**src/rtl/rf_wb_arbiter.sv**
```systemverilog
// Register-file write-port scheduler: two small writeback FIFOs (ALU, LSU) round-robined onto
// one registered write port, with a pending-write bitmap for the hazard logic.
module rf_wb_arbiter #(
  parameter int N     = 32,
  parameter int ADDR  = 5,
  parameter int DEPTH = 2
) (
  input  logic                 clk_i,
  input  logic                 rst_i,
  input  logic                 alu_valid_i,
  output logic                 alu_ready_o,
  input  logic [ADDR-1:0]      alu_addr_i,
  input  logic [N-1:0]         alu_data_i,
  input  logic                 lsu_valid_i,
  output logic                 lsu_ready_o,
  input  logic [ADDR-1:0]      lsu_addr_i,
  input  logic [N-1:0]         lsu_data_i,
  output logic                 rd_wr_o,
  output logic [ADDR-1:0]      rd_addr_o,
  output logic [N-1:0]         rd_data_o,
  output logic [2**ADDR-1:0]   pend_o
);

  localparam int PW = $clog2(DEPTH);
  localparam int CW = PW + 1;

  typedef enum logic {SRC_ALU = 1'b0, SRC_LSU = 1'b1} src_e;

  // Index 0 is the ALU source, index 1 the LSU source.
  logic [ADDR-1:0] fifo_addr [2][DEPTH];
  logic [N-1:0]    fifo_data [2][DEPTH];
  logic [PW-1:0]   wr_ptr    [2];
  logic [PW-1:0]   rd_ptr    [2];
  logic [CW-1:0]   count     [2];

  logic            in_valid  [2];
  logic [ADDR-1:0] in_addr   [2];
  logic [N-1:0]    in_data   [2];
  logic            ready     [2];
  logic            nonempty  [2];
  logic            push      [2];
  logic            pop       [2];

  src_e            rr;
  logic            grant;
  src_e            grant_src;
  logic            sel;
  logic [PW-1:0]   off;
  logic [2**ADDR-1:0] pend;

  assign in_valid[0] = alu_valid_i;
  assign in_addr[0]  = alu_addr_i;
  assign in_data[0]  = alu_data_i;
  assign in_valid[1] = lsu_valid_i;
  assign in_addr[1]  = lsu_addr_i;
  assign in_data[1]  = lsu_data_i;

  assign alu_ready_o = ready[0];
  assign lsu_ready_o = ready[1];

  // NOTE: every combinational output gets a default before any conditional assignment, so no latch is inferred.
  always_comb begin
    grant     = 1'b0;
    grant_src = SRC_ALU;
    for (int s = 0; s < 2; s++) begin
      ready[s]    = count[s] < CW'(DEPTH);
      nonempty[s] = count[s] != '0;
      // Writes to x0 complete the handshake but are dropped here.
      push[s]     = in_valid[s] && ready[s] && (in_addr[s] != '0);
    end
    grant = nonempty[0] || nonempty[1];
    if (nonempty[0] && nonempty[1]) grant_src = rr;
    else if (nonempty[1])           grant_src = SRC_LSU;
    else                            grant_src = SRC_ALU;
    pop[0] = grant && (grant_src == SRC_ALU);
    pop[1] = grant && (grant_src == SRC_LSU);
  end

  assign sel = (grant_src == SRC_LSU);

  // NOTE: FIFO storage is not reset; the reset pointers and counts make stale entries invisible.
  always_ff @(posedge clk_i) begin
    for (int s = 0; s < 2; s++) begin
      if (push[s]) begin
        fifo_addr[s][wr_ptr[s]] <= in_addr[s];
        fifo_data[s][wr_ptr[s]] <= in_data[s];
      end
    end
  end

  // NOTE: all sequential state uses non-blocking assignments so every flop samples pre-edge values.
  always_ff @(posedge clk_i) begin
    if (rst_i) begin
      for (int s = 0; s < 2; s++) begin
        wr_ptr[s] <= '0;
        rd_ptr[s] <= '0;
        count[s]  <= '0;
      end
      rr        <= SRC_ALU;
      rd_wr_o   <= 1'b0;
      rd_addr_o <= '0;
      rd_data_o <= '0;
    end else begin
      for (int s = 0; s < 2; s++) begin
        if (push[s]) wr_ptr[s] <= wr_ptr[s] + PW'(1);
        if (pop[s])  rd_ptr[s] <= rd_ptr[s] + PW'(1);
        case ({push[s], pop[s]})
          2'b10:   count[s] <= count[s] + CW'(1);
          2'b01:   count[s] <= count[s] - CW'(1);
          default: count[s] <= count[s];
        endcase
      end
      rd_wr_o <= grant;
      if (grant) begin
        rd_addr_o <= fifo_addr[sel][rd_ptr[sel]];
        rd_data_o <= fifo_data[sel][rd_ptr[sel]];
        rr        <= (grant_src == SRC_ALU) ? SRC_LSU : SRC_ALU;
      end
    end
  end

  // An entry is live when its distance from the read pointer is below the count.
  always_comb begin
    pend = '0;
    off  = '0;
    for (int s = 0; s < 2; s++) begin
      for (int e = 0; e < DEPTH; e++) begin
        off = PW'(e) - rd_ptr[s];
        if ({1'b0, off} < count[s]) pend[fifo_addr[s][e]] = 1'b1;
      end
    end
    if (rd_wr_o) pend[rd_addr_o] = 1'b1;
    pend[0] = 1'b0;
  end

  assign pend_o = pend;

endmodule
```
**config.mk**
```make
export PLATFORM = sky130hd
export DESIGN_NAME = rf_wb_arbiter
export DESIGN_NICKNAME = d
export VERILOG_FILES = /design/src/rtl/rf_wb_arbiter.sv
export SDC_FILE = /design/constraint.sdc
export NUM_CORES = 1
export LEC_CHECK = 0
export ABC_AREA = 1
export CELL_PAD_IN_SITES_DETAIL_PLACEMENT = 1
export CELL_PAD_IN_SITES_GLOBAL_PLACEMENT = 1
export CORE_ASPECT_RATIO = 1.25
export CORE_MARGIN = 2
export CORE_UTILIZATION = 40
export DETAILED_ROUTE_END_ITERATION = 10
export PLACE_DENSITY = 0.77
export SLEW_MARGIN = 5
export SYNTH_ARGS = -nofsm -noshare
export SYNTH_HDL_FRONTEND = slang
export SYNTH_SLANG_ARGS = --single-unit
export TNS_END_PERCENT = 50
```
**constraint.sdc**
```tcl
create_clock -name clk_i -period 3.71 [get_ports clk_i]
set_input_delay 0.371 -clock clk_i [delete_from_list [all_inputs] [get_ports clk_i]]
set_output_delay 0.371 -clock clk_i [all_outputs]
set_load 0.01 [all_outputs]
```
==> results.toml <==
[outcome]
run_status = "completed"

[cells_and_area]
share_of_the_core_filled_with_cells_pct = 50.8
final_cell_count_no_fill = 1526
filler_cell_count = 2657
antenna_cells = 0
fraction_of_layout_instances_using_a_drive_strength_above_1_pct = 4.68
areaGrowthSynthToFinish_pct = 25.0
fin_area_mm2 = 0.0116
layout.nets = 1306

[route]
post-route-drc-count = 0
vias = 8044
routedWlPerCell_um = 19.4
vias_per_cell = 5.27
drtIter0Drc = 448
drt_wl_total_mm = 29.6
drt_first_pass_iters = 5
antenna_violating_nets_post_route = 0

[placed_design]
number_of_i_o_port_buffers = 148
routabilityCongestion = 0.924
dpl.hpwl_mm = 20.5
dp_cells = 1494
postPlaceCellArea_mm2 = 0.0110

[power_and_ir_drop]
power.leakage_uw = 0.00488
p_per_area_mw_per_mm2 = 746
power.ir.vdd_worst_v = 0.000436
totalPowerFinal_uw = 8670

[floorplanning]
die_outline_height_um = 174
fp.dieArea_mm2 = 0.0245
initial_util_pct = 40.6
floorplan.rows = 62
placeableCoreArea_mm2 = 0.0229
die-width_um = 140
ios = 150

[timing]
relSlewSlack_pct = 38.7
final.setup.tns_ns = 0
final.min_clock_period_ns = 3.24
clock.fmax_mhz = 308
final_cycle_utilization_of_the_critical_path_pct = 87.5
endpoints_failing_setup = 0
final.setup_skew_ns = 0.0146
count_of_final_hold_check_violations = 0
grt_setup_unrepaired = "no"
timing_worst_slew_pin_value_ns = 0.916
drv_slew = 0

[synth]
synth.net_count = 1171
seq_area_frac_synth_pct = 58.8
warnings_synthesis = 0
synth_cells = 1090
postSynthRegisterBits = 195
synth_cell_type_count = 29
synth_area_per_cell_um2 = 8.52
combined_area_of_all_synthesized_cells_mm2 = 0.00929

[clocking]
cts_setup_buffers = 0
tritoncts = "built"
worstSkewPairLatency_ns = 0.44
hold_buffers = 0
cts_buffers = 17
cts-htree-levels = 4
cts_buffer_depth = 2
ctsRootBufferMaster = "clkbuf_16"
postCtsResizedCells = 0
cts.reportedPaths.clkPinSlew_ns = 0.08
clkSinkCount = 195

[global_route]
grt_pass1_vias = 8568
overflow_left_after_global_routing = 0
global_route.usage.total_pct = 24.6
grt_start_max_net_pins = 78
grt_antenna_before_repair = 1
global_route_wire_length_before_repair_mm = 46.0

[critical_path]
crit_path_end_kind = "output port"
worst_r2r_path_depth = 8
critical_path_arrival_ns = 2.87
crit_required_ns = 3.34
setup.worst_path.class = "reg2out"
crit_fanout = 8
timing.critical_path.from_type = "flop"
crit-reg2reg-capture = "rd_data_o[19]"
reg2reg_from = "count[0][0]"
r2r_slack_ns = 0.93
crit_start = "rd_ptr[0]"

[hold_path]
min_delay_startpoint = "rd_data_o[3]"
hold_depth = 2
worst_hold_path_type = "reg2reg"
holdPathEnd = "rd_data_o[3]"

[run]
max_cap_violations = 0
==> cell usage after synthesis <==
| cell type | number | area, µm² |
|---|---|---|
| nand2_1 | 425 | 1600 |
| edfxtp_1 | 156 | 4680 |
| nand3_1 | 141 | 706 |
| nor2_1 | 132 | 495 |
| inv_1 | 63 | 236 |
| dfxtp_1 | 39 | 781 |
| buf_2 | 24 | 120 |
| a21oi_1 | 21 | 105 |
| nor3_1 | 18 | 90.1 |
| o21ai_0 | 14 | 70.1 |
| nand4_1 | 10 | 62.6 |
| clkbuf_1 | 8 | 30.0 |
| buf_4 | 7 | 52.6 |
| o22ai_1 | 5 | 31.3 |
| buf_6 | 4 | 45.0 |
| ha_1 | 3 | 37.5 |
| inv_2 | 3 | 11.3 |
| nand2_2 | 3 | 18.8 |
| nand3b_1 | 2 | 15.0 |
| o21ai_4 | 2 | 32.5 |
| o22a_1 | 2 | 17.5 |
| buf_1 | 1 | 3.75 |
| conb_1 | 1 | 3.75 |
| nor2_2 | 1 | 6.26 |
| nor2_4 | 1 | 11.3 |
| o21a_1 | 1 | 7.51 |
| o21ai_1 | 1 | 5.00 |
| o31ai_1 | 1 | 7.51 |
| xor2_1 | 1 | 8.76 |
==> flip-flops by register name, summed over array words and instances, names as in the netlist <==
name       cells
fifo_addr     20
rd_addr_o      5
rd_data_o     32
rr             1
rd_wr_o        1
count          4
rd_ptr         2
fifo_data    128
wr_ptr         2
==> report_power, final <==
| group | switching [µW] | internal (µW) |
|---|---|---|
| sequential | 269 | 2840 |
| combinational | 2500 | 1170 |
| clock | 916 | 974 |
==> per-stage QoR <==
step	setup slack, ns	hold slack [ns]
2_1_floorplan	0.872	0.470
3_3_place_gp	0.916	0.440
3_5_place_dp	0.884	0.447
4_1_cts	0.522	0.459
5_1_grt	0.424	0.473
6_report	0.465	0.456
==> metal layers <==
metal | GRT usage (%) | vias up | wire, µm
li1 | - | 3858 | -
met1 | 27.7 | 3945 | 11700
met2 | 47.0 | 202 | 16100
met3 | 4.02 | 39 | 1240
met4 | 7.91 | 0 | 522
met5 | 0 | - | 0
==> logic make-up (layout without fill, tap and decap cells) <==
family	after synthesis	after routing	synth area share, %
AOI/OAI and AO/OA	47	47	2.98
xor gates and xnor gates	1	1	0.0943
adders and majority gates	3	3	0.404
buffers and inverters	110	258	5.37
DFF	195	195	58.8
other	1	1	0.0404
and+or+nand+nor	733	733	32.3
==> cells in the final DEF, fill, tap and decap left out, types with 10 or more instances in the layout <==
master / Yosys / final
nand2_1: 425 / 425
edfxtp_1: 156 / 156
clkdlybuf4s50_1: 0 / 148
nand3_1: 141 / 141
nor2_1: 132 / 128
inv_1: 63 / 62
dfxtp_1: 39 / 39
a21oi_1: 21 / 21
nor3_1: 18 / 18
clkbuf_16: 0 / 17
o21ai_0: 14 / 14
buf_4: 7 / 12
nand4_1: 10 / 10
==> critical path, stage by stage, from the launching register on <==
cell and delay [ns]:
edfxtp_1 0.50, a21oi_1 0.49, inv_1 0.16, nand3_1 0.41, o21ai_0 0.16, nor2_1 0.11, nand2_1 0.10, clkdlybuf4s50_1 0.49
==> how the worst max path moves through the flow <==
stage | endpoint | slack, ns | cells past startpoint
2_1_floorplan | fifo_addr[0][0] | 0.87 | 3
3_3_place_gp | fifo_data[0][4] | 0.92 | 6
3_5_place_dp | fifo_data[0][37] | 0.88 | 6
4_1_cts | pend_o[26] | 0.52 | 7
5_1_grt | pend_o[26] | 0.42 | 7
6_report | pend_o[26] | 0.47 | 7
==> layout make-up <==
class                      instances  area [µm²]  area share, %
inverter                          66         248           2.13
clock buffer                      18         429           3.69
clock inverter                    14         185           1.59
sequential                       195        5470           47.0
multi-input combinational        785        3360           28.9
tap                              288         360           3.10
timing repair buffer             160        1570           13.5
Power figures use the tool's default switching activity.
